--- src/rtl/bus_sequencer_pkg.sv ---
// Shared types for the bus sequencer and the control decoder.
// Latency: n/a (types, constants and a pure helper function only).
// Backpressure: n/a.
package bus_sequencer_pkg;

  typedef enum logic [2:0] {
    IDLE      = 3'd0,
    MEM_DATA  = 3'd1,
    MEM_FETCH = 3'd2,
    IO_ACC    = 3'd3,
    HALTED    = 3'd4
  } seqState_t;

  // Control-word bit positions shared with the instruction decoder.
  localparam int CW_RAM_LD = 18;
  localparam int CW_RAM_ST = 19;
  localparam int CW_IO_W   = 21;
  localparam int CW_IO_R   = 22;
  localparam int CW_HALT   = 24;

  // Extract {halt, ioR, ioW, ramSt, ramLd} from a full control word.
  function automatic logic [4:0] ctrlAccBits(input logic [31:0] cw);
    return {cw[CW_HALT], cw[CW_IO_R], cw[CW_IO_W], cw[CW_RAM_ST], cw[CW_RAM_LD]};
  endfunction

  // True when more than one access-type bit is set.
  function automatic logic multiBit(input logic a, input logic b, input logic c, input logic d);
    return (a & b) | (a & c) | (a & d) | (b & c) | (b & d) | (c & d);
  endfunction

endpackage

--- src/rtl/bus_sequencer_if.sv ---
// RAM + IO bus between the sequencer (master) and the memory/IO system (slave).
// Latency: n/a (wiring only).
// Backpressure: RAM has fixed wait states; IO stalls on io_ack.
interface bus_sequencer_if #(
  parameter int ADDR_W = 16,
  parameter int DATA_W = 8
);
  logic [ADDR_W-1:0] mem_addr;
  logic [DATA_W-1:0] mem_wdata;
  logic              mem_re;
  logic              mem_we;
  logic [DATA_W-1:0] mem_rdata;
  logic [ADDR_W-1:0] io_addr;
  logic [DATA_W-1:0] io_wdata;
  logic              io_rd;
  logic              io_wr;
  logic              io_ack;
  logic [DATA_W-1:0] io_rdata;

  modport master (
    output mem_addr, mem_wdata, mem_re, mem_we, io_addr, io_wdata, io_rd, io_wr,
    input  mem_rdata, io_ack, io_rdata
  );

  modport slave (
    input  mem_addr, mem_wdata, mem_re, mem_we, io_addr, io_wdata, io_rd, io_wr,
    output mem_rdata, io_ack, io_rdata
  );
endinterface

--- src/rtl/bus_sequencer_io_handshake.sv ---
// IO req/ack handshake: holds io_rd/io_wr until io_ack or the timeout expires.
// Latency: strobe rises the cycle after start; done flags the ack/timeout cycle.
// Backpressure: waits on io_ack for at most IO_TIMEOUT strobe cycles.
module io_handshake #(
  parameter int ADDR_W     = 16,
  parameter int DATA_W     = 8,
  parameter int IO_TIMEOUT = 255
) (
  input  logic              clk,
  input  logic              rst,
  input  logic              start,
  input  logic              isRead,
  input  logic [ADDR_W-1:0] addr,
  input  logic [DATA_W-1:0] wdata,
  input  logic              ioAck,
  output logic              ioRd,
  output logic              ioWr,
  output logic [ADDR_W-1:0] ioAddr,
  output logic [DATA_W-1:0] ioWdata,
  output logic              done,
  output logic              timedOut,
  output logic              readAcc
);
  // Counter value in the last strobe cycle before giving up.
  localparam logic [7:0] LAST = 8'(IO_TIMEOUT - 1);

  logic [7:0] toCnt;
  logic       busy;

  assign busy     = ioRd | ioWr;
  // Ack beats a timeout landing in the same cycle.
  assign done     = busy & (ioAck | (toCnt == LAST));
  assign timedOut = busy & ~ioAck & (toCnt == LAST);

  // Strobe, address/data capture and timeout counting.
  always_ff @(posedge clk) begin
    if (rst) begin
      ioRd    <= 1'b0;
      ioWr    <= 1'b0;
      ioAddr  <= '0;
      ioWdata <= '0;
      toCnt   <= '0;
      readAcc <= 1'b0;
    end else if (start) begin
      ioRd    <= isRead;
      ioWr    <= ~isRead;
      ioAddr  <= addr;
      ioWdata <= wdata;
      toCnt   <= '0;
      readAcc <= isRead;
    end else if (done) begin
      ioRd    <= 1'b0;
      ioWr    <= 1'b0;
    end else if (busy) begin
      toCnt   <= toCnt + 8'd1;
    end
  end
endmodule

--- src/rtl/bus_sequencer.sv ---
// Sequences fetch, RAM data and IO accesses onto the shared bus; latches halt.
// Latency: RAM access pulses done/valid MEM_WAIT+2 cycles after the IDLE request.
// Backpressure: stall holds the core during data/IO access; fetch waits on if_valid.
module bus_sequencer
  import bus_sequencer_pkg::*;
#(
  parameter int ADDR_W     = 16,
  parameter int DATA_W     = 8,
  parameter int MEM_WAIT   = 1,
  parameter int IO_TIMEOUT = 255
) (
  input  logic              clk,
  input  logic              rst,
  input  logic              if_req,
  input  logic [ADDR_W-1:0] if_addr,
  output logic              if_valid,
  output logic [DATA_W-1:0] if_data,
  input  logic              ex_valid,
  input  logic              ramLd,
  input  logic              ramSt,
  input  logic              ioR,
  input  logic              ioW,
  input  logic              halt,
  input  logic [ADDR_W-1:0] ex_addr,
  input  logic [DATA_W-1:0] ex_wdata,
  output logic [DATA_W-1:0] ex_rdata,
  output logic              ex_done,
  output logic              stall,
  bus_sequencer_if.master   bus,
  output logic              io_err,
  output logic              op_err,
  output logic              halted
);
  localparam logic [2:0] WAIT_LOAD = 3'(MEM_WAIT);

  seqState_t  state;
  logic [2:0] waitCnt;
  logic       haltPend;
  logic       accReq;
  logic       ramReq;
  logic       haltReq;
  logic       fetchReq;
  logic       ioStart;
  logic       ioDone;
  logic       ioTimedOut;
  logic       ioReadAcc;

  // In the done/valid cycle the core still presents the finished request; ignore it.
  assign accReq   = ex_valid & (ramLd | ramSt | ioR | ioW) & ~ex_done;
  assign ramReq   = ramLd | ramSt;
  assign haltReq  = ex_valid & halt & ~ex_done;
  assign fetchReq = if_req & ~if_valid;
  assign ioStart  = (state == IDLE) & accReq & ~ramReq;
  assign halted   = (state == HALTED);
  assign stall    = ((state == IDLE) & accReq) | (state == MEM_DATA) |
                    (state == IO_ACC) | (state == HALTED);

  io_handshake #(
    .ADDR_W    (ADDR_W),
    .DATA_W    (DATA_W),
    .IO_TIMEOUT(IO_TIMEOUT)
  ) uIo (
    .clk     (clk),
    .rst     (rst),
    .start   (ioStart),
    .isRead  (ioR),
    .addr    (ex_addr),
    .wdata   (ex_wdata),
    .ioAck   (bus.io_ack),
    .ioRd    (bus.io_rd),
    .ioWr    (bus.io_wr),
    .ioAddr  (bus.io_addr),
    .ioWdata (bus.io_wdata),
    .done    (ioDone),
    .timedOut(ioTimedOut),
    .readAcc (ioReadAcc)
  );

  // Arbitration, RAM wait-state sequencing and completion pulses.
  always_ff @(posedge clk) begin
    if (rst) begin
      state         <= IDLE;
      waitCnt       <= '0;
      haltPend      <= 1'b0;
      if_valid      <= 1'b0;
      if_data       <= '0;
      ex_done       <= 1'b0;
      ex_rdata      <= '0;
      io_err        <= 1'b0;
      op_err        <= 1'b0;
      bus.mem_addr  <= '0;
      bus.mem_wdata <= '0;
      bus.mem_re    <= 1'b0;
      bus.mem_we    <= 1'b0;
    end else begin
      if_valid <= 1'b0;
      ex_done  <= 1'b0;
      case (state)
        IDLE: begin
          if (accReq) begin
            haltPend <= halt;
            if (multiBit(ramLd, ramSt, ioR, ioW)) op_err <= 1'b1;
            if (ramReq) begin
              state         <= MEM_DATA;
              bus.mem_addr  <= ex_addr;
              bus.mem_wdata <= ex_wdata;
              bus.mem_re    <= ramLd;
              bus.mem_we    <= ~ramLd;
              waitCnt       <= WAIT_LOAD;
            end else begin
              state <= IO_ACC;
            end
          end else if (haltReq) begin
            state <= HALTED;
          end else if (fetchReq) begin
            state        <= MEM_FETCH;
            bus.mem_addr <= if_addr;
            bus.mem_re   <= 1'b1;
            waitCnt      <= WAIT_LOAD;
          end
        end
        MEM_DATA, MEM_FETCH: begin
          if (waitCnt == 3'd0) begin
            bus.mem_re <= 1'b0;
            bus.mem_we <= 1'b0;
            if (state == MEM_FETCH) begin
              if_data  <= bus.mem_rdata;
              if_valid <= 1'b1;
              state    <= IDLE;
            end else begin
              if (bus.mem_re) ex_rdata <= bus.mem_rdata;
              ex_done <= 1'b1;
              state   <= haltPend ? HALTED : IDLE;
            end
          end else begin
            waitCnt <= waitCnt - 3'd1;
          end
        end
        IO_ACC: begin
          if (ioDone) begin
            ex_done <= 1'b1;
            if (ioTimedOut) begin
              ex_rdata <= '0;
              io_err   <= 1'b1;
            end else if (ioReadAcc) begin
              ex_rdata <= bus.io_rdata;
            end
            state <= haltPend ? HALTED : IDLE;
          end
        end
        HALTED: state <= HALTED;
        default: state <= IDLE;
      endcase
    end
  end
endmodule
--- src/flat_wrapper.sv ---
// flat-port wrapper written by rule: the top's interface ports become plain ports
module bus_sequencer_flat import bus_sequencer_pkg::*;
#(
  parameter int ADDR_W     = 16,
  parameter int DATA_W     = 8,
  parameter int MEM_WAIT   = 1,
  parameter int IO_TIMEOUT = 255
)
  (clk, rst, if_req, if_addr, if_valid, if_data, ex_valid, ramLd, ramSt, ioR, ioW, halt, ex_addr, ex_wdata, ex_rdata, ex_done, stall, io_err, op_err, halted, bus_mem_addr, bus_mem_wdata, bus_mem_re, bus_mem_we, bus_io_addr, bus_io_wdata, bus_io_rd, bus_io_wr, bus_mem_rdata, bus_io_ack, bus_io_rdata);
  bus_sequencer_if #(.ADDR_W(ADDR_W), .DATA_W(DATA_W)) bus_i ();
  input  logic clk;
  input  logic rst;
  input  logic if_req;
  input  logic [ADDR_W-1:0] if_addr;
  output logic if_valid;
  output logic [DATA_W-1:0] if_data;
  input  logic ex_valid;
  input  logic ramLd;
  input  logic ramSt;
  input  logic ioR;
  input  logic ioW;
  input  logic halt;
  input  logic [ADDR_W-1:0] ex_addr;
  input  logic [DATA_W-1:0] ex_wdata;
  output logic [DATA_W-1:0] ex_rdata;
  output logic ex_done;
  output logic stall;
  output logic io_err;
  output logic op_err;
  output logic halted;
  output wire logic [$bits(bus_i.mem_addr)-1:0] bus_mem_addr;
  output wire logic [$bits(bus_i.mem_wdata)-1:0] bus_mem_wdata;
  output wire logic [$bits(bus_i.mem_re)-1:0] bus_mem_re;
  output wire logic [$bits(bus_i.mem_we)-1:0] bus_mem_we;
  output wire logic [$bits(bus_i.io_addr)-1:0] bus_io_addr;
  output wire logic [$bits(bus_i.io_wdata)-1:0] bus_io_wdata;
  output wire logic [$bits(bus_i.io_rd)-1:0] bus_io_rd;
  output wire logic [$bits(bus_i.io_wr)-1:0] bus_io_wr;
  input wire logic [$bits(bus_i.mem_rdata)-1:0] bus_mem_rdata;
  input wire logic [$bits(bus_i.io_ack)-1:0] bus_io_ack;
  input wire logic [$bits(bus_i.io_rdata)-1:0] bus_io_rdata;
  assign bus_mem_addr = bus_i.mem_addr;
  assign bus_mem_wdata = bus_i.mem_wdata;
  assign bus_mem_re = bus_i.mem_re;
  assign bus_mem_we = bus_i.mem_we;
  assign bus_io_addr = bus_i.io_addr;
  assign bus_io_wdata = bus_i.io_wdata;
  assign bus_io_rd = bus_i.io_rd;
  assign bus_io_wr = bus_i.io_wr;
  assign bus_i.mem_rdata = bus_mem_rdata;
  assign bus_i.io_ack = bus_io_ack;
  assign bus_i.io_rdata = bus_io_rdata;
  bus_sequencer #(.ADDR_W(ADDR_W), .DATA_W(DATA_W), .MEM_WAIT(MEM_WAIT), .IO_TIMEOUT(IO_TIMEOUT)) u_core (.clk(clk), .rst(rst), .if_req(if_req), .if_addr(if_addr), .if_valid(if_valid), .if_data(if_data), .ex_valid(ex_valid), .ramLd(ramLd), .ramSt(ramSt), .ioR(ioR), .ioW(ioW), .halt(halt), .ex_addr(ex_addr), .ex_wdata(ex_wdata), .ex_rdata(ex_rdata), .ex_done(ex_done), .stall(stall), .bus(bus_i), .io_err(io_err), .op_err(op_err), .halted(halted));
endmodule
--- config.mk ---
export PLATFORM = sky130hd
export DESIGN_NAME = bus_sequencer_flat
export DESIGN_NICKNAME = d
export VERILOG_FILES = /design/src/rtl/bus_sequencer_pkg.sv /design/src/rtl/bus_sequencer_if.sv /design/src/rtl/bus_sequencer_io_handshake.sv /design/src/rtl/bus_sequencer.sv /design/src/flat_wrapper.sv
export SDC_FILE = /design/constraint.sdc
export NUM_CORES = 1
export LEC_CHECK = 0
export ABC_AREA = 1
export CELL_PAD_IN_SITES_DETAIL_PLACEMENT = 1
export CELL_PAD_IN_SITES_GLOBAL_PLACEMENT = 2
export CORE_MARGIN = 3
export CORE_UTILIZATION = 21
export DETAILED_ROUTE_END_ITERATION = 8
export PLACE_DENSITY_LB_ADDON = 0.1
export SYNTH_ARGS = -nofsm -noshare
export SYNTH_HDL_FRONTEND = slang
export SYNTH_SLANG_ARGS = --single-unit
--- constraint.sdc ---
create_clock -name clk -period 1.57 [get_ports clk]
set_input_delay 0.157 -clock clk [delete_from_list [all_inputs] [get_ports clk]]
set_output_delay 0.157 -clock clk [all_outputs]
set_load 0.005 [all_outputs]
* Word-level counts from Yosys, hierarchy flattened
Cells that the tools add are included.
Operators by class: reductions and logical operators 21, $add $sub $neg 2, eq/ne operators 19, mux-type cells 43, bitwise operators 38
Operator list (number):
- 16-bit two-way mux | 4
- 8-bit two-way mux | 6
- 3-bit two-way mux | 12
- 1-bit bitwise AND | 16
- 8-bit one-hot mux with 2 select lines | 1
- 3-bit AND reduction | 5
- 1-bit two-way mux | 14
- 1-bit bitwise OR | 13
- 2-bit by 1-bit inequality test with 1-bit output, second input constant | 6
- 3-bit one-hot mux with 4 select lines | 1
- 5-bit AND reduction | 2
- 1-bit inverter | 9
- 8-bit by 1-bit adder with 8-bit output, second input constant | 1
- 8-bit equality test, second input constant | 1
- 4-bit AND reduction | 2
- 2-bit nonzero test | 4
- 3-bit by 2-bit equality test with 1-bit output, second input constant | 2
- 3-bit logical NOT | 2
- 2-bit inequality test, second input constant | 3
- 3-bit by 2-bit inequality test with 1-bit output, second input constant | 2
- 1-bit one-hot mux with 2 select lines | 3
- 3-bit one-hot mux with 2 select lines | 1
- 6-bit AND reduction | 1
- 4-bit by 1-bit inequality test with 1-bit output, second input constant | 1
- other kinds (9) | 11
Word-level totals: input port bits 66, register bits 88, logic and storage cells 142, output and inout port bits 74

* Longest topological paths before layout
Gate-level depths: netlist of run 1.
depth after elaboration 9, depth in mapped cells 13, depth with buffers taken out 12

* Cells and area by module
Synthesis of run 1 repeated with hierarchy kept, for this count alone.
Second synthesis, totals: cell total of the unflattened synthesis 590, area, all modules 4134.0 um^2
By module, submodules not included:
- bus_sequencer | times used 1, seq. area each 1061.0 um^2, area an instance 2668.8 um^2, cells an instance 401
- io_handshake | times used 1, seq. area each 700.7 um^2, area an instance 1465.2 um^2, cells an instance 189

* Least setup slack after synthesis of run 1
Ideal clock, no wire load.
path type register -> register, start point reg u_core.uIo.toCnt[0], end point reg u_core.ex_rdata[5], arrival time 1.406 ns, required time 1.456 ns, stages on the path, launching flop included 13, period minus slack after synthesis 1.520 ns, setup slack 0.050 ns, setup time 0.114 ns, path buffers 1, path through dfxtp_1 -> inv_1 -> ha_1 -> nand2_1 -> nor2_2 -> nand2_1 -> nand2_1 -> nand2_2 -> nand2_2 -> nand3_4 -> buf_6 -> nor2_1 -> nor2_2
On the way: word-level cells in the longest chain between the ends 5, elaborated cells on any way between the ends 10, classes of those cells 3 x eq/ne; 3 x mux; 3 x bitwise; 1 x reduce/logical
RTL lines:
- start, declared | RTL line bus_sequencer_io_handshake.sv:27 | logic [7:0] toCnt;
- start signal, assigned | RTL line bus_sequencer_io_handshake.sv:55 | toCnt <= toCnt + 8'd1;
- 8-bit equality test (*) | RTL line bus_sequencer_io_handshake.sv:32, bus_sequencer_io_handshake.sv:33
- 1-bit bitwise OR or 1-bit bitwise AND (tied branches) | RTL line bus_sequencer_io_handshake.sv:32, bus_sequencer_io_handshake.sv:33
- 1-bit bitwise AND or 8-bit two-way mux (tied branches) | RTL line bus_sequencer_io_handshake.sv:32, bus_sequencer.sv:142
- 2-bit by 1-bit inequality test with 1-bit output (no line) or 8-bit two-way mux (tied branches)
- 6-bit AND reduction (no line) or 8-bit one-hot mux with 2 select lines (tied branches)
- end signal, assigned | RTL line bus_sequencer.sv:131 | if (bus.mem_re) ex_rdata <= bus.mem_rdata;
- end signal, assigned | RTL line bus_sequencer.sv:146 | ex_rdata <= bus.io_rdata;
- end, declared | RTL line bus_sequencer.sv:26 | output logic [DATA_W-1:0] ex_rdata,
Mark *: on every way between the ends. The rest lies on a longest branch, timed or not. The select of a mux whose other input is x is not followed. A chain may end at the register's enable or synchronous reset.

* Worst setup path after layout of run 1
start point reg u_core.uIo.toCnt[0], end point reg u_core.ex_rdata[7]
The elaborated chain is that of the path after synthesis.

==> reports/qor.yml, run 1 <==
finalSetupTns_ns: 0
ys_async_sr_fraction: 0
min-delay-start: "ex_addr[15]"
fin_crit_ns: 1.54
clock_sinks: 88
dieArea_mm2: 0.0207
chipWidth_um: 144
gp_congestion: 0.737
grt_overflow_total: 0
ant_nets: 0
whs_ns: 0.381
criticalPathCategory: "reg -> reg"
gr-usage-met2: 0.237
grt_usage: 0.143
endpoint_kind: "register"
dr.pass1.iters: 4
ys_ff_latch: 88
synth_top_area_cell: "dfxtp_1"
synth_top_area_share: 0.442
grt_pass1_wl_um: 23300
grt_pass1_vias: 4455
drive_gt1_frac: 0.168
power_density_mw_per_mm2: 1380
grt_use_met3: 0.0549
cp.arrival_ns: 1.82
startpoint_type: "register"
fin_nets: 826
nFillCells: 2252
synthToLayoutAreaGrowth_pct: 61.0
vias_per_cell: 4.25
worst_slew_pin_slew_ns: 0.342
htree_levels: 3
setup_violations: 0
maxSlewViolCount: 0
synth_area_mm2: 0.00399
synth_common_cells: "nor2_1 (158), nand2_1 (121), dfxtp_1 (88)"
fmax_mhz: 648
path_max_fanout: 8
row_count: 49
p_leak_nw: 2.82
cts_buffer_depth: 2
insertion_delay_ns: 0.35
via_count: 4210
io_pins: 140
ys.flop_type: "dfxtp_1"
syn_area_per_cell_um2: 6.91
finalCritPeriodShare: 0.983
hold_class: "in -> reg"
r2r_setup_slack_ns: 0.03
grt-busiest-layer: "met2"
die_y_um: 144
synth_cell_type_count: 30
grt_max_degree: 51
ys_seq_area_frac: 0.442
reg2reg_from: "u_core.uIo.toCnt[0]$_SDFFE_PP0P_"
synth_fp_nets: 647
cts_root_buf: "clkbuf_16"
synthCells: 577
status: "finished clean"
skew_ns: 0.00634
synth_warnings: 0
drtIter0Drc: 96
finalHoldViolations: 0
wirelength_um: 14700
post_drt_wl_per_cell_um: 14.8
cts_tree: "done"
rsz0062_at_grt: "true"
cap_violations: 0
dp_hpwl_um: 11000
numCtsBuffers: 9
drc_errors: 0
synthTopCellsByArea: "dfxtp_1 (44%), nor2_1 (15%), nand2_1 (11%), o21ai_0 (4.9%), inv_1 (3.7%)"
core_mm2: 0.0183
cp.required_ns: 1.85
antenna_found_initial: 0
io_buffers: 139
met1_usage: 0.179
slew-limit-headroom: 0.769
max-vdd-ir-drop_mv: 0.576
cp-startpoint: "u_core.uIo.toCnt[0]$_SDFFE_PP0P_"
synth_edf_count: 0
cts.clk_slew.worst_paths_ns: 0.07
start_util: 0.217
synth.most_common_cell: "nor2_1"
==> flip-flops by register name (all words and copies together), names as in the netlist, 3 cells and up <==
| signal | count |
|---|---|
| u_core.bus.mem_addr | 16 |
| u_core.bus.mem_wdata | 8 |
| u_core.ex_rdata | 8 |
| u_core.if_data | 8 |
| u_core.state | 3 |
| u_core.uIo.ioAddr | 16 |
| u_core.uIo.ioWdata | 8 |
| u_core.uIo.toCnt | 8 |
| u_core.waitCnt | 3 |
==> critical path, stage by stage, from the launching register on <==
cell and delay (ns):
dfxtp_2 0.32, inv_2 0.06, ha_4 0.13, nand2_4 0.05, nor2_4 0.15, nand3_4 0.10
a21oi_4 0.25, nand3_4 0.17, nand2_2 0.10, nand2_1 0.05, nor2_1 0.10
==> final cells by class <==
type                    instances  area [um2]  area share
inverters                      52         205      0.0320
repair buffers                187        1790       0.279
multi-input cells             418        2070       0.323
well taps                     229         287      0.0446
clock buffers                  11         243      0.0378
diodes                          1        2.50    0.000390
clock inverters                 5        56.3     0.00877
flip-flops and latches         88        1770       0.275
==> final timing paths <==
kind	to	cells past startpoint
setup reg to reg	u_core.ex_rdata[7]$_SDFFE_PP0P_	10
hold / removal	u_core.uIo.ioAddr[15]$_SDFFE_PP0P_	3
setup / recovery	u_core.ex_rdata[7]$_SDFFE_PP0P_	10
hold reg to reg	u_core.op_err$_SDFFE_PP0P_	2
==> repair_timing <==
item | CTS | global route
buffers inserted | 1 | 1
gates resized for setup | 15 | 40
gates cloned | 0 | 1
setup endpoints to repair | 27 | 47
pin swaps | 1 | 12
hold buffers | 0 | 0
==> cells by family after synthesis <==
kind of cell    Yosys count  synth area share
flops                    88             0.442
fa+ha+maj                 4            0.0126
compound gates           81             0.105
xor+xnor                  5            0.0110
buf+inv                  72            0.0785
simple gates            327             0.351
==> routing by layer <==
| metal | routed length [um] | share of wire |
|---|---|---|
| met2 | 7150 | 0.49 |
| met3 | 815 | 0.055 |
| met4 | 121 | 0.0082 |
| met1 | 6610 | 0.45 |
| met5 | 0 | 0 |
==> layout by cell type, fill, tap and decap left out, drive strengths merged, types with 5 or more instances in the layout <==
cell           count
xor2               5
nand4              7
inv               52
nand3             23
clkbuf            12
dfxtp             88
a21oi             13
buf               48
clkdlybuf4s50    136
nand2            126
o21ai             66
nor2             167
==> power breakdown <==
group	internal (W)	switching (W)
registers	0.00269	0.000257
clock network	0.00128	0.000936
logic	0.00179	0.00189
==> through the flow <==
step | std cells | total power (W) | worst slack, ns | area (um2) | utilization
final | 991 | 0.00884 | 0.0273 | 6420 | 0.350
after global routing | 990 | 0.00954 | -0.113 | 6420 | 0.350
after CTS | 988 | 0.00881 | -0.0513 | 6260 | 0.342
after detailed placement | 971 | 0.00643 | -0.294 | 5930 | 0.324
after global placement | 971 | 0.00637 | -0.268 | 5930 | 0.324
after floorplan | 577 | 0.00456 | 0.0496 | 3990 | -
Power figures use the tool's default switching activity.
==> run 2, diff against run 1 <==
CORE_UTILIZATION = 22   (was 21)
SYNTH_HIERARCHICAL = 1   (was unset)
==> run 2 against run 1 <==
  * The run now ends with setup timing left
  * Combinational power up 2%
  * Clock power up 4%
  * Via count up 6.9%
  * Worst setup slack worse by 0.33 ns
  * Non-clock buffer count up 22
  * First-iteration DRC count up 54%
  * Critical path type unchanged
  * Largest power group unchanged
==> reports/qor.yml, run 2 <==
hold_class: "in -> reg"  # unchanged
skew_ns: 0.00759  # was 0.00634 ns
syn_area_per_cell_um2: 7.01  # was 6.91 um2
mostFrequentLayoutCells: "clkdlybuf4s50_1 (135), nand2_1 (114), nor2_1 (113)"  # was nor2_1 (151), clkdlybuf4s50_1 (136), nand2_1 (112)
synthToLayoutAreaGrowth_pct: 66.8  # was 61.0%
drive_gt1_frac: 0.224  # was 0.168
worst_slew_pin_slew_ns: 0.293  # was 0.342 ns
grt_overflow_total: 0  # unchanged
final_common_cell: "clkdlybuf4s50_1"  # was nor2_1
synth_common_cells: "nor2_1 (126), nand2_1 (120), dfxtp_1 (88)"  # was nor2_1 (158), nand2_1 (121), dfxtp_1 (88)
ant_nets: 0  # unchanged
maxSlewViolCount: 0  # unchanged
rsz0062_at_grt: "true"  # unchanged
synthXorXnorAreaFrac: 0.00636  # was 0.0110
synth_edf_count: 0  # unchanged
synth_fp_nets: 660  # was 647
ys_seq_area_frac: 0.426  # was 0.442
pwr-share-seq: 0.326  # was 0.333
layout.cells.non_filler: 1020  # was 991
gp_congestion: 0.820  # was 0.737
p_clk_frac: 0.256  # was 0.250
synth_top_family_by_area: "simple AND/OR/NAND/NOR gates"  # unchanged
n_antenna_cell: 0  # was 1
synth-simple-area-share: 0.371  # was 0.351
fin_ws_ns: -0.301  # was 0.0273 ns
drc_errors: 0  # unchanged
die_y_um: 143  # was 144 um
via_count: 4500  # was 4210
cts_buffer_depth: 2  # unchanged
cap_violations: 0  # unchanged
clock_sinks: 88  # unchanged
top_regs: "u_core/bus.mem_addr (16), u_core/uIo/ioAddr (16)"  # was u_core.bus.mem_addr (16), u_core.uIo.ioAddr (16)
htree_levels: 3  # unchanged
insertion_delay_ns: 0.35  # about the same
grt_max_degree: 32  # was 51
ys_ff_latch: 88  # unchanged
ys.flop_type: "dfxtp_1"  # unchanged
nFillCells: 2157  # was 2252
synth_area_mm2: 0.00413  # was 0.00399 mm2
cp.required_ns: 1.82  # was 1.85 ns
finalCritPeriodShare: 1.19  # was 0.983
io_buffers: 139  # unchanged
internal-power_w: 0.00583  # was 0.00576 W
setup_violations: 15  # was 0
dp_hpwl_um: 12100  # was 11000 um
synthTopCellsByArea: "dfxtp_1 (43%), nor2_1 (11%), nand2_1 (11%), nand3_1 (7.3%), o21ai_0 (5.0%)"  # was dfxtp_1 (44%), nor2_1 (15%), nand2_1 (11%), o21ai_0 (4.9%), inv_1 (3.7%)
violations: "setup timing"
fin_nets: 856  # was 826
cp.arrival_ns: 2.12  # was 1.82 ns
grt_pass1_vias: 4948  # was 4455
dieArea_mm2: 0.0205  # was 0.0207 mm2
placed_cells: 987  # was 971
power_density_mw_per_mm2: 1300  # was 1380 mW/mm2
dr.pass1.iters: 4  # unchanged
synthAdderAreaFrac: 0.0121  # was 0.0126
final_util: 0.379  # was 0.350
p_leak_nw: 2.93  # was 2.82 nW
synth_top_area_share: 0.426  # was 0.442
synth_mux_area_frac: 0  # unchanged
criticalPathCategory: "reg -> reg"  # unchanged
start_util: 0.227  # was 0.217
numCtsBuffers: 9  # unchanged
post_dp_cell_area_mm2: 0.00624  # was 0.00593 mm2
max-vdd-ir-drop_mv: 0.595  # was 0.576 mV
cts_tree: "done"  # unchanged
grt_pass1_wl_um: 25900  # was 23300 um
design_area_mm2: 0.00690  # was 0.00642 mm2
synth.most_common_cell: "nor2_1"  # unchanged
wirelength_um: 16200  # was 14700 um
startpoint_type: "register"  # unchanged
finalHoldViolations: 0  # unchanged
core_mm2: 0.0182  # was 0.0183 mm2
endpoint_kind: "register"  # unchanged
swShare: 0.351  # was 0.349
slew-limit-headroom: 0.802  # was 0.769
status: "complete, but fails checks"  # was finished clean
fmax_mhz: 534  # was 648 MHz
ys_async_sr_fraction: 0  # unchanged
vias_per_cell: 4.41  # was 4.25
synth_warnings: 6  # was 0
fin_crit_ns: 1.87  # was 1.54 ns
comb_power_share: 0.418  # was 0.416
io_pins: 140  # unchanged
drtIter0Drc: 148  # was 96
cts.clk_slew.worst_paths_ns: 0.07  # about the same
switchingPower_w: 0.00316  # was 0.00308 W
synth_compound_area_frac: 0.107  # was 0.105
cts_root_buf: "clkbuf_16"  # unchanged
path_max_fanout: 8  # unchanged
grt_usage: 0.159  # was 0.143
synthCells: 590  # was 577
antenna_found_initial: 0  # unchanged
chipWidth_um: 143  # was 144 um
post_drt_wl_per_cell_um: 15.8  # was 14.8 um
row_count: 49  # unchanged
synth_cell_type_count: 31  # was 30
synth_top_area_cell: "dfxtp_1"  # unchanged
## run 2: cell types whose count changed after synthesis, moves of 4 or more
cell | before | now
a21oi_1 | 12 | 34
buf_6 | 2 | 6
inv_2 | 10 | 3
nand2_4 | 1 | 5
nand3_1 | 18 | 60
nor2_1 | 158 | 126
o21ai_1 | 27 | 7
xor2_1 | 5 | 1
## run 2: worst paths after layout
check | slack [ns] | to | start | cells past startpoint
setup / recovery | -0.30 | u_core/ex_rdata[3]$_SDFFE_PP0P_ | u_core/uIo/toCnt[0]$_SDFFE_PP0P_ | 14
hold / removal | 0.33 | u_core/op_err$_SDFFE_PP0P_ | ramSt | 5
setup reg to reg | -0.30 | u_core/ex_rdata[3]$_SDFFE_PP0P_ | u_core/uIo/toCnt[0]$_SDFFE_PP0P_ | 14
hold reg to reg | 0.47 | u_core/bus.mem_addr[11]$_SDFFE_PP0P_ | u_core/bus.mem_addr[11]$_SDFFE_PP0P_ | 2
## run 2: worst max-delay path, stage by stage, from the launching register on
cell,delay [ns]
dfxtp_2,0.33
inv_2,0.07
ha_4,0.16
nand2_4,0.06
nor2_4,0.12
nand2_4,0.08
nor3_4,0.16
nor2_2,0.07
o21ai_2,0.15
nand2_2,0.08
a21oi_4,0.19
buf_12,0.15
nand2_1,0.06
nand2_1,0.06
nor2_1,0.05
## run 2: power by group through the flow
stage | Sequential, W | Combinational [W] | Clock, W
finish | 0.00293 | 0.00376 | 0.00230
global route | 0.00299 | 0.00418 | 0.00250
CTS | 0.00292 | 0.00346 | 0.00240
floorplan | 0.00293 | 0.00159 | 0
detailed placement | 0.00295 | 0.00332 | 0
global placement | 0.00295 | 0.00324 | 0
## run 2: per-stage QoR
step           power (W)  setup WS [ns]  hold slack, ns  TNS [ns]
2_1_floorplan    0.00451         -0.206           0.226     -1.22
3_3_place_gp     0.00618         -0.362           0.447    -20.86
3_5_place_dp     0.00628         -0.383           0.455    -23.53
4_1_cts          0.00878         -0.297           0.407     -2.71
5_1_grt          0.00967         -0.412           0.407     -5.14
6_report         0.00899         -0.301           0.334     -2.93
## run 2: layout make-up
type                       count  area, um2  area share
clock buffer                   9        225      0.0327
tap                          229        287      0.0415
timing repair buffer         209       2050       0.298
clock inverter                 7       87.6      0.0127
inverter                      43        181      0.0263
multi-input combinational    435       2280       0.331
sequential                    88       1780       0.258
## run 2: cell families after synthesis
group | after synthesis
and+or+nand+nor | 342
DFF | 88
AOI/OAI and AO/OA | 86
buffers and inverters | 67
adders and majority gates | 4
xor gates and xnor gates | 3
## run 2: routing by layer
layer  part of all wire  track usage  up-vias
li1                   -            -     2283
met1               0.44        0.191     2125
met2               0.49        0.274       86
met3              0.063       0.0566        6
met4             0.0079       0.0315        0
met5                  0            0        -
## run 2: what timing repair did
action | 4_1_cts | 5_1_grt
endpoints found under the setup margin | 21 | 64
gates resized for setup | 19 | 48
pin swaps | 10 | 12
endpoints found under the hold margin | 0 | 0
setup buffers | 9 | 7
gates cloned | 1 | 1
hold buffers | 0 | 0
==> patch, RTL diff (config.mk and constraints of run 2) <==
Encoding of `seqState_t`: now one-hot (5 bits for 5 states).
--- a/src/rtl/bus_sequencer_pkg.sv
+++ b/src/rtl/bus_sequencer_pkg.sv
@@ -3,12 +3,12 @@
 // Backpressure: n/a.
 package bus_sequencer_pkg;
 
-  typedef enum logic [2:0] {
-    IDLE      = 3'd0,
-    MEM_DATA  = 3'd1,
-    MEM_FETCH = 3'd2,
-    IO_ACC    = 3'd3,
-    HALTED    = 3'd4
+  typedef enum logic [4:0] {
+    IDLE      = 5'b00001,
+    MEM_DATA  = 5'b00010,
+    MEM_FETCH = 5'b00100,
+    IO_ACC    = 5'b01000,
+    HALTED    = 5'b10000
   } seqState_t;
 
   // Control-word bit positions shared with the instruction decoder.
Function: no difference found for any inputs over 4 cycles, from zero or initial values and one cycle with rst high; so few cycles prove little.
==> patch against run 2 <==
The run still ends with setup timing left. Sequential power is essentially flat. Sequential share of layout area down 1.5 points. Sequential cell count increased by 2. Total power down 0.73%. Wire length increased by 2.5%. Area after synthesis up 4.3%. Via count increased by 3.2%. Maximum frequency barely moved. Global-route usage shrank 0.99 points. Worst setup slack improved by 0.81 ps. Design area is 8.6% higher. Clock power decreased by 7%. Largest cell class unchanged.
==> patch: results <==
[sta]
setup_viol = 13
skew_ps = 9.77
slew_headroom = 0.617
fin_ws_ps = -300

[placed_design]
placed_area_mm2 = 0.00643
dp_hpwl_mm = 12.4
gp_routability_congestion = 0.785
dp_slack_ps = -428
io_buffers = 139

[hold_path]
hold_depth = 4
hold_class = "input pin to flop"

[power]
irDropWorstVdd_v = 0.000582
leakagePower_nw = 3.07

[detailed_routing]
drtPass1Iterations = 4
routedWlPerCell_um = 15.3
drt_first_iter_violations = 120
vias = 4644

[logic_synthesis]
yosysWarnings = 6
yosysSeqAreaShare = 0.418
yosys-top-cells-area = "dfxtp_1 (42%), nand2_1 (12%), nor2_1 (10%)"
async_flop_share = 0
synth_cell_types = 34
ys_top_cells_by_count = "nand2_1 (136), nor2_1 (115), dfxtp_1 (90)"
ys.flop_type = "dfxtp_1"
synth_nets = 673

[run_status]
violations = "setup timing"
status = "finished, violations left"

[clocking]
insertion_delay_ps = 350
htree_levels = 3
cts_made_buffers = 9
clockRootBuffer = "clkbuf_16"
clockBufferDepth = 2
clkTransAtPathRegs_ps = 70

[worst_setup_path]
crit_arrival_ps = 2150
r2r-end = "u_core/ex_rdata[6]$_SDFFE_PP0P_"
crit_start = "u_core/uIo/toCnt[0]$_SDFFE_PP0P_"
crit_type = "flop to flop"
reg2reg_from = "u_core/uIo/toCnt[0]$_SDFFE_PP0P_"
path_max_fanout = 4
worst_r2r_path_depth = 12

[cells_and_area]
antennaDiodeCount = 0
drive_above_1_share = 0.296
final_nets = 887
reg_top3 = "u_core/bus.mem_addr: 16 flops, u_core/uIo/ioAddr: 16 flops"

[global_route]
grt_pass1_wl_mm = 25.5
grt_usage = 0.149
grt_pass1_vias = 4763
grt_max_degree = 31
antenna_found_initial = 0
## patch: through the flow
step / power [mW] / TNS (ps) / instances
CTS: 8.52 / -2450 / 1063
global placement: 6.04 / -25790 / 1033
finish: 8.92 / -2230 / 1081
floorplan: 4.55 / -792 / 603
detailed placement: 6.11 / -28290 / 1033
global route: 9.54 / -5950 / 1081
## patch: what timing repair did
action                                  4_1_cts  5_1_grt
gates resized for setup                      38      111
setup buffers                                12       16
pin swaps                                    17       49
gates cloned                                  3        4
endpoints found under the setup margin       75       84
## patch: layout make-up
| class | instances | area, um2 |
|---|---|---|
| fillers | 2292 | 11500 |
| multi-input cells | 443 | 2620 |
| repair buffers | 222 | 2230 |
| flip-flops and latches | 90 | 1820 |
| well taps | 260 | 325 |
| clock buffers | 12 | 256 |
| inverters | 50 | 216 |
| clock inverters | 3 | 23.8 |
| repair inverters | 1 | 7.51 |
## patch: worst min path at each step
stage,start,endpoint,slack [ps]
after floorplan,rst,u_core/uIo/readAcc$_SDFFE_PP0P_,230
after global routing,ioR,u_core/uIo/ioRd$_SDFFE_PP0P_,360
after detailed placement,u_core/bus.mem_addr[4]$_SDFFE_PP0P_,u_core/bus.mem_addr[4]$_SDFFE_PP0P_,460
after CTS,bus_mem_rdata[2],u_core/if_data[2]$_SDFFE_PP0P_,370
after global placement,u_core/bus.mem_addr[15]$_SDFFE_PP0P_,u_core/bus.mem_addr[15]$_SDFFE_PP0P_,450
final,ioR,u_core/uIo/ioRd$_SDFFE_PP0P_,320
## patch: report_power, final
group	switching (mW)	leakage [nW]	total (mW)	internal, mW
Combinational	1.92	2.20	3.87	1.95
Sequential	0.249	0.736	2.92	2.67
Clock	0.970	0.131	2.13	1.16
Total	3.14	3.07	8.92	5.78
## patch: cell families after synthesis
family | share of synthesized area
and+or+nand+nor | 0.368
AOI/OAI and AO/OA | 0.118
DFF | 0.418
buffers and inverters | 0.0784
adders and majority gates | 0.0116
xor gates and xnor gates | 0.00610
## patch: critical path, stage by stage (launching register included)
cell     delay [ps]
dfxtp_2         330
inv_2            70
ha_4            150
nand2_4          50
nor2_4           90
nand2_4         100
nor3_4          170
nor2_2           80
o21ai_4         280
buf_4           170
buf_6            80
nand4_1          90
a21oi_2         130
## patch: per-layer routing
layer | global-route usage | routed length [um] | share of wire
met1 | 0.189 | 7590 | 0.46
met2 | 0.256 | 8200 | 0.50
met3 | 0.0327 | 549 | 0.033
met4 | 0.0409 | 214 | 0.013
met5 | 0 | 0 | 0
